==> config.mk <==
export PLATFORM = sky130hd
export DESIGN_NAME = udp_packet_receiver
export DESIGN_NICKNAME = d
export VERILOG_FILES = /design/src/rtl/udp_packet_receiver.sv
export SDC_FILE = /design/constraint.sdc
export NUM_CORES = 1
export LEC_CHECK = 0
export BUFFER_PORTS_ARGS = -buffer_cell sky130_fd_sc_hd__buf_2
export CAP_MARGIN = 20
export CORE_ASPECT_RATIO = 0.6
export CORE_UTILIZATION = 59
export DETAILED_ROUTE_END_ITERATION = 8
export PLACE_DENSITY = 0.85
export REMOVE_ABC_BUFFERS = 1
export SYNTH_ARGS = -nofsm -noshare
export SYNTH_HDL_FRONTEND = slang
export SYNTH_SLANG_ARGS = --single-unit
==> constraint.sdc <==
create_clock -name clk -period 3.65 [get_ports clk]
set_input_delay 0.365 -clock clk [delete_from_list [all_inputs] [get_ports clk]]
set_output_delay 0.365 -clock clk [all_outputs]
set_load 0.005 [all_outputs]
==> src/rtl/udp_packet_receiver.sv <==
// udp_packet_receiver: strips Ethernet/IPv4/UDP headers from 32-bit FIFO words and streams the UDP payload one byte per clock
module udp_packet_receiver (
    input  logic        clk,
    input  logic        reset,
    input  logic [3:0]  rd_flags_i,
    input  logic [31:0] rd_data_i,
    input  logic        rd_src_rdy_i,
    output logic        rd_dst_rdy_o,
    output logic        data_out_en,
    output logic [7:0]  data_out
);
    typedef enum logic [2:0] {IDLE, HEADER, EMIT, PAYLOAD, DROP} state_t;
    state_t      state_q, state_d;
    logic [3:0]  w_q, w_d;
    logic [15:0] plen_q, plen_d;
    logic [31:0] word_q, word_d;
    logic [2:0]  cnt_q, cnt_d;
    logic        eof_q, eof_d;
    logic [7:0]  data_out_q, data_out_d;
    logic        data_out_en_q, data_out_en_d;
    logic        accept, sof, eof, hdr_fail;
    logic [2:0]  avail, take;
    assign accept       = rd_src_rdy_i && rd_dst_rdy_o;
    assign sof          = rd_flags_i[0];
    assign eof          = rd_flags_i[1];
    assign rd_dst_rdy_o = state_q != EMIT;
    assign data_out     = data_out_q;
    assign data_out_en  = data_out_en_q;
    // word 10 carries only the last two header-free bytes; later words carry four
    assign avail    = w_q == 4'd10 ? 3'd2 : 3'd4;
    assign take     = plen_q < 16'(avail) ? plen_q[2:0] : avail;
    assign hdr_fail = (w_q == 4'd3 && rd_data_i[31:8] != 24'h080045) ||
                      (w_q == 4'd4 && rd_data_i[31:16] < 16'd28) ||
                      (w_q == 4'd5 && rd_data_i[7:0] != 8'h11);
    // next-state: header parsing, payload latching and byte serialization
    always_comb begin
        state_d       = state_q;
        w_d           = w_q;
        plen_d        = plen_q;
        word_d        = word_q;
        cnt_d         = cnt_q;
        eof_d         = eof_q;
        data_out_d    = data_out_q;
        data_out_en_d = 1'b0;
        if (accept && sof) begin
            w_d     = 4'd1;
            state_d = eof ? IDLE : HEADER;
        end else begin
            case (state_q)
                HEADER: if (accept) begin
                    w_d = w_q + 4'd1;
                    if (w_q == 4'd4) plen_d = rd_data_i[31:16] - 16'd28;
                    if (hdr_fail) state_d = eof ? IDLE : DROP;
                    else if (eof) state_d = IDLE;
                    else if (w_q == 4'd9) state_d = PAYLOAD;
                end
                PAYLOAD: if (accept) begin
                    w_d = 4'd11;
                    if (take == 3'd0) begin
                        state_d = eof ? IDLE : DROP;
                    end else begin
                        state_d = EMIT;
                        cnt_d   = take;
                        plen_d  = plen_q - 16'(take);
                        eof_d   = eof;
                        word_d  = w_q == 4'd10 ? {rd_data_i[15:0], 16'h0000} : rd_data_i;
                    end
                end
                EMIT: begin
                    data_out_d    = word_q[31:24];
                    data_out_en_d = 1'b1;
                    word_d        = {word_q[23:0], 8'h00};
                    cnt_d         = cnt_q - 3'd1;
                    if (cnt_q == 3'd1) state_d = eof_q ? IDLE : (plen_q == 16'd0 ? DROP : PAYLOAD);
                end
                DROP: if (accept && eof) state_d = IDLE;
                default: ;
            endcase
        end
    end
    // state and datapath registers, cleared asynchronously
    always_ff @(posedge clk or negedge reset) begin
        if (!reset) begin
            state_q       <= IDLE;
            w_q           <= '0;
            plen_q        <= '0;
            word_q        <= '0;
            cnt_q         <= '0;
            eof_q         <= 1'b0;
            data_out_q    <= '0;
            data_out_en_q <= 1'b0;
        end else begin
            state_q       <= state_d;
            w_q           <= w_d;
            plen_q        <= plen_d;
            word_q        <= word_d;
            cnt_q         <= cnt_d;
            eof_q         <= eof_d;
            data_out_q    <= data_out_d;
            data_out_en_q <= data_out_en_d;
        end
    end
endmodule

Word-level counts from Yosys, hierarchy flattened
Cells that the tools add are included.

storage, ports and cells
  register bits after elaboration = 68
  input port bits = 39
  output and inout port bits = 10
  logic and storage cells = 92

operators by class
  add/subtract/negate cells = 4
  order comparisons = 2
  equality and inequality tests = 22
  mux-type cells = 34
  bitwise gates (word level) = 2
  reductions and logical operators = 20

operator list
  cell                                                  number
  two-way mux 32 bit                                    3
  two-way mux 16 bit                                    4
  case mux 32 bit (2 select lines)                      1
  two-way mux 3 bit                                     16
  case mux 16 bit (2 select lines)                      1
  != test 24 x 20 -> 1 bit (second input constant)      1
  zero test 16 bit                                      1
  < comparator 16 x 3 -> 1 bit                          1
  < comparator 16 x 5 -> 1 bit (second input constant)  1
  subtractor 16 x 3 -> 16 bit                           1
  subtractor 16 x 5 -> 16 bit (second input constant)   1
  two-way mux 4 bit                                     3
  != test 3 bit (second input constant)                 4
  case mux 3 bit (4 select lines)                       1
  AND reduction 6 bit                                   2
  equality test 4 x 3 -> 1 bit (second input constant)  2
  equality test 4 bit (second input constant)           2
  != test 2 bit (second input constant)                 4
  != test 8 x 5 -> 1 bit (second input constant)        1
  case mux 4 bit (2 select lines)                       1
  AND reduction 4 bit                                   2
  equality test 3 x 1 -> 1 bit (second input constant)  2
  equality test 3 x 2 -> 1 bit (second input constant)  2
  logical AND 1 bit                                     6
  16 further kinds                                      21

Logic depth before layout (Yosys ltp)
  depth in word-level cells = 9
  gate-level depth with buffers = 13
  mapped depth without buffers = 11

Least setup slack after synthesis
Ideal clock, no wire load.

  path kind = reg2reg
  start point = reg plen_q[8]
  end point = reg plen_q[12]
  library setup time = 84 ps
  arrival time = 3,251 ps
  data required time = 3,566 ps
  slack = 315 ps
  stages on the path, launching flop included = 13
  path buffers = 1
  clock period less this slack = 3,335 ps
  cells stage by stage = dfrtp_1 -> buf_6 -> or4_4 -> and4bb_4 -> nand2_1 -> mux2i_1 -> fa_1 -> a211oi_1 -> nand2_1 -> or2_2 -> nor3_1 -> a21oi_1 -> o21ai_0

between the ends
  longest elaborated chain between the ends = 6
  elaborated cells on any way between the ends = 9
  those cells by class = 1 x add/sub; 1 x order compare; 1 x eq/ne; 4 x mux; 2 x reduce/logical

ends and longest elaborated chain
  item                              line  source
  start, declared                   15    logic [15:0] plen_q, plen_d;
  start signal, assigned            95    plen_q <= plen_d;
  < comparator 16 x 3 -> 1 bit      31    assign take = plen_q < 16'(avail) ? plen_q[2:0] : avail;
  two-way mux 3 bit                 31
  subtractor 16 x 3 -> 16 bit       64    plen_d = plen_q - 16'(take);
  two-way mux 16 bit                59    if (take == 3'd0) begin
  two-way mux 16 bit                57    PAYLOAD: if (accept) begin
  case mux 16 bit (2 select lines)  49    case (state_q)

Several ways; a longest one is shown, not always the timed one. The select of a mux whose other input is x is not followed.
A chain may end at the register's enable or synchronous reset.

Final worst setup path
Ends and elaborated chain as after synthesis.

==> reports/qor.yml <==
pwr:
  p_switching_w: 0.001945
  swShare_pct: 44.05
  p_comb_share_pct: 46.0
  p_seq_share_pct: 32.8
  p_clk_share_pct: 21.2
  internal_power_w: 0.002470
  leakage_nw: 2.213
  vdd_drop_max_mv: 0.5495
  powerDensity_nw_per_um2: 898.1
synth:
  synth_compound_area_share_pct: 25.34
  synthSimpleGateAreaFrac_pct: 22.73
  synth_edf_count: 0
  synthAdderAreaFrac_pct: 3.394
  synth_cell_types: 62
  avgSynthCellArea_um2: 8.402
  yosysSeqAreaShare_pct: 39.79
  ys_ff_latch: 68
  synth_xor_area_share_pct: 2.253
  synth.area.mux_share_pct: 1.258
  synth-async-reset-ratio_pct: 100.0
  synthesis.area_um2: 4277
  ys_warn_count: 0
  synth_cells: 509
  synth_flop_cell: "dfrtp_1"
  synth_top_family_by_area: "compound AO/OA/AOI/OAI gates"
route:
  viasPerCell: 6.577
  dr.pass1.iters: 7
  detail-route-antenna-nets: 0
  via_count: 4209
  wl_um: 11810
  wl_per_cell_um: 18.46
  drt_iter0_markers: 509
  drc_errors: 3
clocking:
  cts_tree: "yes"
  clockBufferDepth: 2
  cts.reportedPaths.clkPinSlew_ns: 0.06
  cts_root_buf: "clkbuf_16"
  cts_buffers: 9
  cts_sinks: 68
  htree_levels: 3
  clk_latency_ns: 0.34
  cts_hold_buf: 0
floorplanning:
  die-area_um2: 7604
  initial_core_util_pct: 62.44
  core_um2: 6849
  ios: 49
  rows: 23
  die_h_um: 67.95
  die_x_um: 111.9
cells_and_area:
  regArea_um2: 1703
  fill_cells: 551
  postLayoutCellArea_um2: 4916
  nets: 598
  final_util_pct: 71.78
  drive_gt1_share_pct: 22.78
  syn_to_final_growth_pct: 14.95
  diodes: 0
  multi_input_area_um2: 2385
worst_hold_path:
  min_path_type: "input pin to asynchronous set/reset pin"
critical_path:
  startpoint_type: "flop"
  worst_path_max_delay_cell: "or4_4"
  cp_cell_sequence: "or4_4 > and4bb_4 > nand2_1 > mux2i_1 > fa_1 > a211oi_2 > nand2_2 > or2_2 > nor3_1 > a21oi_1 > o21ai_0"
  crit_arrival_ns: 3.79
  crit_fanout: 9
  cp_data_required_time_ns: 3.91
  crit_type: "flop to flop"
  end_kind: "flop"
  crit_buf_inv: 0
  path_delay_family: "simple AND/OR/NAND/NOR gates"
  max_stage_delay_ns: 0.57
placement:
  io_buffers: 46
  dp_hpwl_um: 8003
  place_area_um2: 4536
  gp_congestion: 0.8871
  place_ws_ns: 0.08259
flow_run:
  maxCapViolations: 0
status:
  violations: "design-rule violations"
  status: "complete, but fails checks"
grt:
  antenna_found_initial: 0
  grt_overflow_total: 0
  grt_max_degree: 67
  track_usage_pct: 32.35
  grt_pass1_vias: 3617
  grt_pass1_wl_um: 18400
timing:
  rsz0062_at_grt: "yes"
  post-route-worst-setup-slack_ns: 0.1193
  worst_pin_slew_ns: 0.7329
  period_needed_ns: 3.531
  final_hold_viol_count: 0
  max_clock_freq_mhz: 283.2
  finClkSkew_ns: 0.006729
  slew_headroom_pct: 51.14
  finalCritPeriodShare_pct: 96.73
  slew_violations: 0
  finalSetupViolCount: 0
## Yosys cell counts (all sizes together), types with 9 or more instances
master  count  area share [%]
nor3        9             1.1
nor2       31             2.7
clkbuf     20             1.8
o21ai      58             9.9
a22oi      11             1.9
buf        10             2.3
nand3      11             1.3
inv        12             1.1
nand2     123              11
a21oi      56             6.6
ha         10             2.9
dfrtp      68              40
## sequential cells by signal, summed over array words and instances, names as in the netlist
signal       count
data_out         8
data_out_en      1
cnt_q            3
w_q              4
word_q          32
plen_q          16
eof_q            1
state_q          3
## cell families (layout without fill, tap and decap cells)
family,count (synthesis),in the layout
XOR/XNOR,11,11
multiplexers,5,5
AO/OA/AOI/OAI,159,159
adder cells (fa/ha/maj),11,11
other,1,1
AND/OR/NAND/NOR,212,212
flip-flops,68,68
buffers and inverters,42,86
## layout by cell type (no fill, tap or decap), types with 2 or more instances in the layout
cell,count
a21oi_1,55
a22oi_1,11
a31oi_1,3
and2_1,2
and3_1,2
and3b_1,3
buf_2,46
buf_4,9
bufinv_16,2
clkbuf_16,9
clkinvlp_4,2
dfrtp_1,67
ha_1,10
inv_1,12
mux2_2,3
mux2i_1,2
nand2_1,119
nand2_2,4
nand2b_1,3
nand3_1,10
nand3b_1,6
nand4_1,4
nand4b_1,2
nor2_1,29
nor2b_1,2
nor3_1,9
nor4_1,4
nor4b_1,5
o211ai_1,3
o21ai_0,23
o21ai_2,33
o22ai_1,6
o2bb2ai_1,2
o41ai_1,2
or2_2,2
xnor2_1,5
xor2_1,6
## per-stage QoR
step	setup TNS (ns)	power [W]	hold slack [ns]	cells
after floorplan	-0.1510	0.002778	0.06941	479
after global placement	0	0.003256	0.4520	622
after detailed placement	0	0.003364	0.4564	622
after CTS	0	0.004336	0.2789	638
after global routing	-0.02649	0.004709	0.07699	640
final	0	0.004415	0.03639	640
## what timing repair did
| item | in CTS | in global routing |
|---|---|---|
| endpoints found under the setup margin | 0 | 8 |
| buffers inserted | 0 | 0 |
| resized for setup | 0 | 7 |
| endpoints found under the hold margin | 0 | 0 |
## worst paths after layout
kind	start	to	slack, ns	depth (start not counted)
worst max-delay path	plen_q[8]	plen_q[12]	0.12	11
worst min-delay path	reset	state_q[1]	0.04	1
worst max register to register	plen_q[8]	plen_q[12]	0.12	11
worst min register to register	data_out[2]	data_out[2]	0.47	2
max in group asynchronous	reset	word_q[2]	2.89	2
min in group clk	rd_data_i[6]	word_q[6]	0.29	3
## area by class of cell
type                    instances  share of cell area (%)
inverters                      12                  0.9163
well taps                      87                   2.214
multi-input cells             399                   48.51
repair buffers                 58                   7.254
clock buffers                  10                   4.658
flip-flops and latches         68                   34.64
clock inverters                 6                   1.807
## layer usage
metal | global-route usage, % | vias to the layer above | wire [um]
li1 | - | 1896 | -
met1 | 45.05 | 2010 | 5087
met2 | 48.52 | 265 | 5288
met3 | 8.060 | 38 | 1167
met4 | 13.68 | 0 | 270
met5 | 0 | - | 0
## power groups by stage
stage               Clock, W  Sequential [W]  Combinational, W
floorplan                  0         0.00135           0.00143
global placement           0         0.00140           0.00186
detailed placement         0         0.00143           0.00193
CTS                 0.000941         0.00143           0.00197
global route        0.000970         0.00149           0.00225
finish              0.000936         0.00145           0.00203
Note: power is estimated with default switching activity, not from simulation.
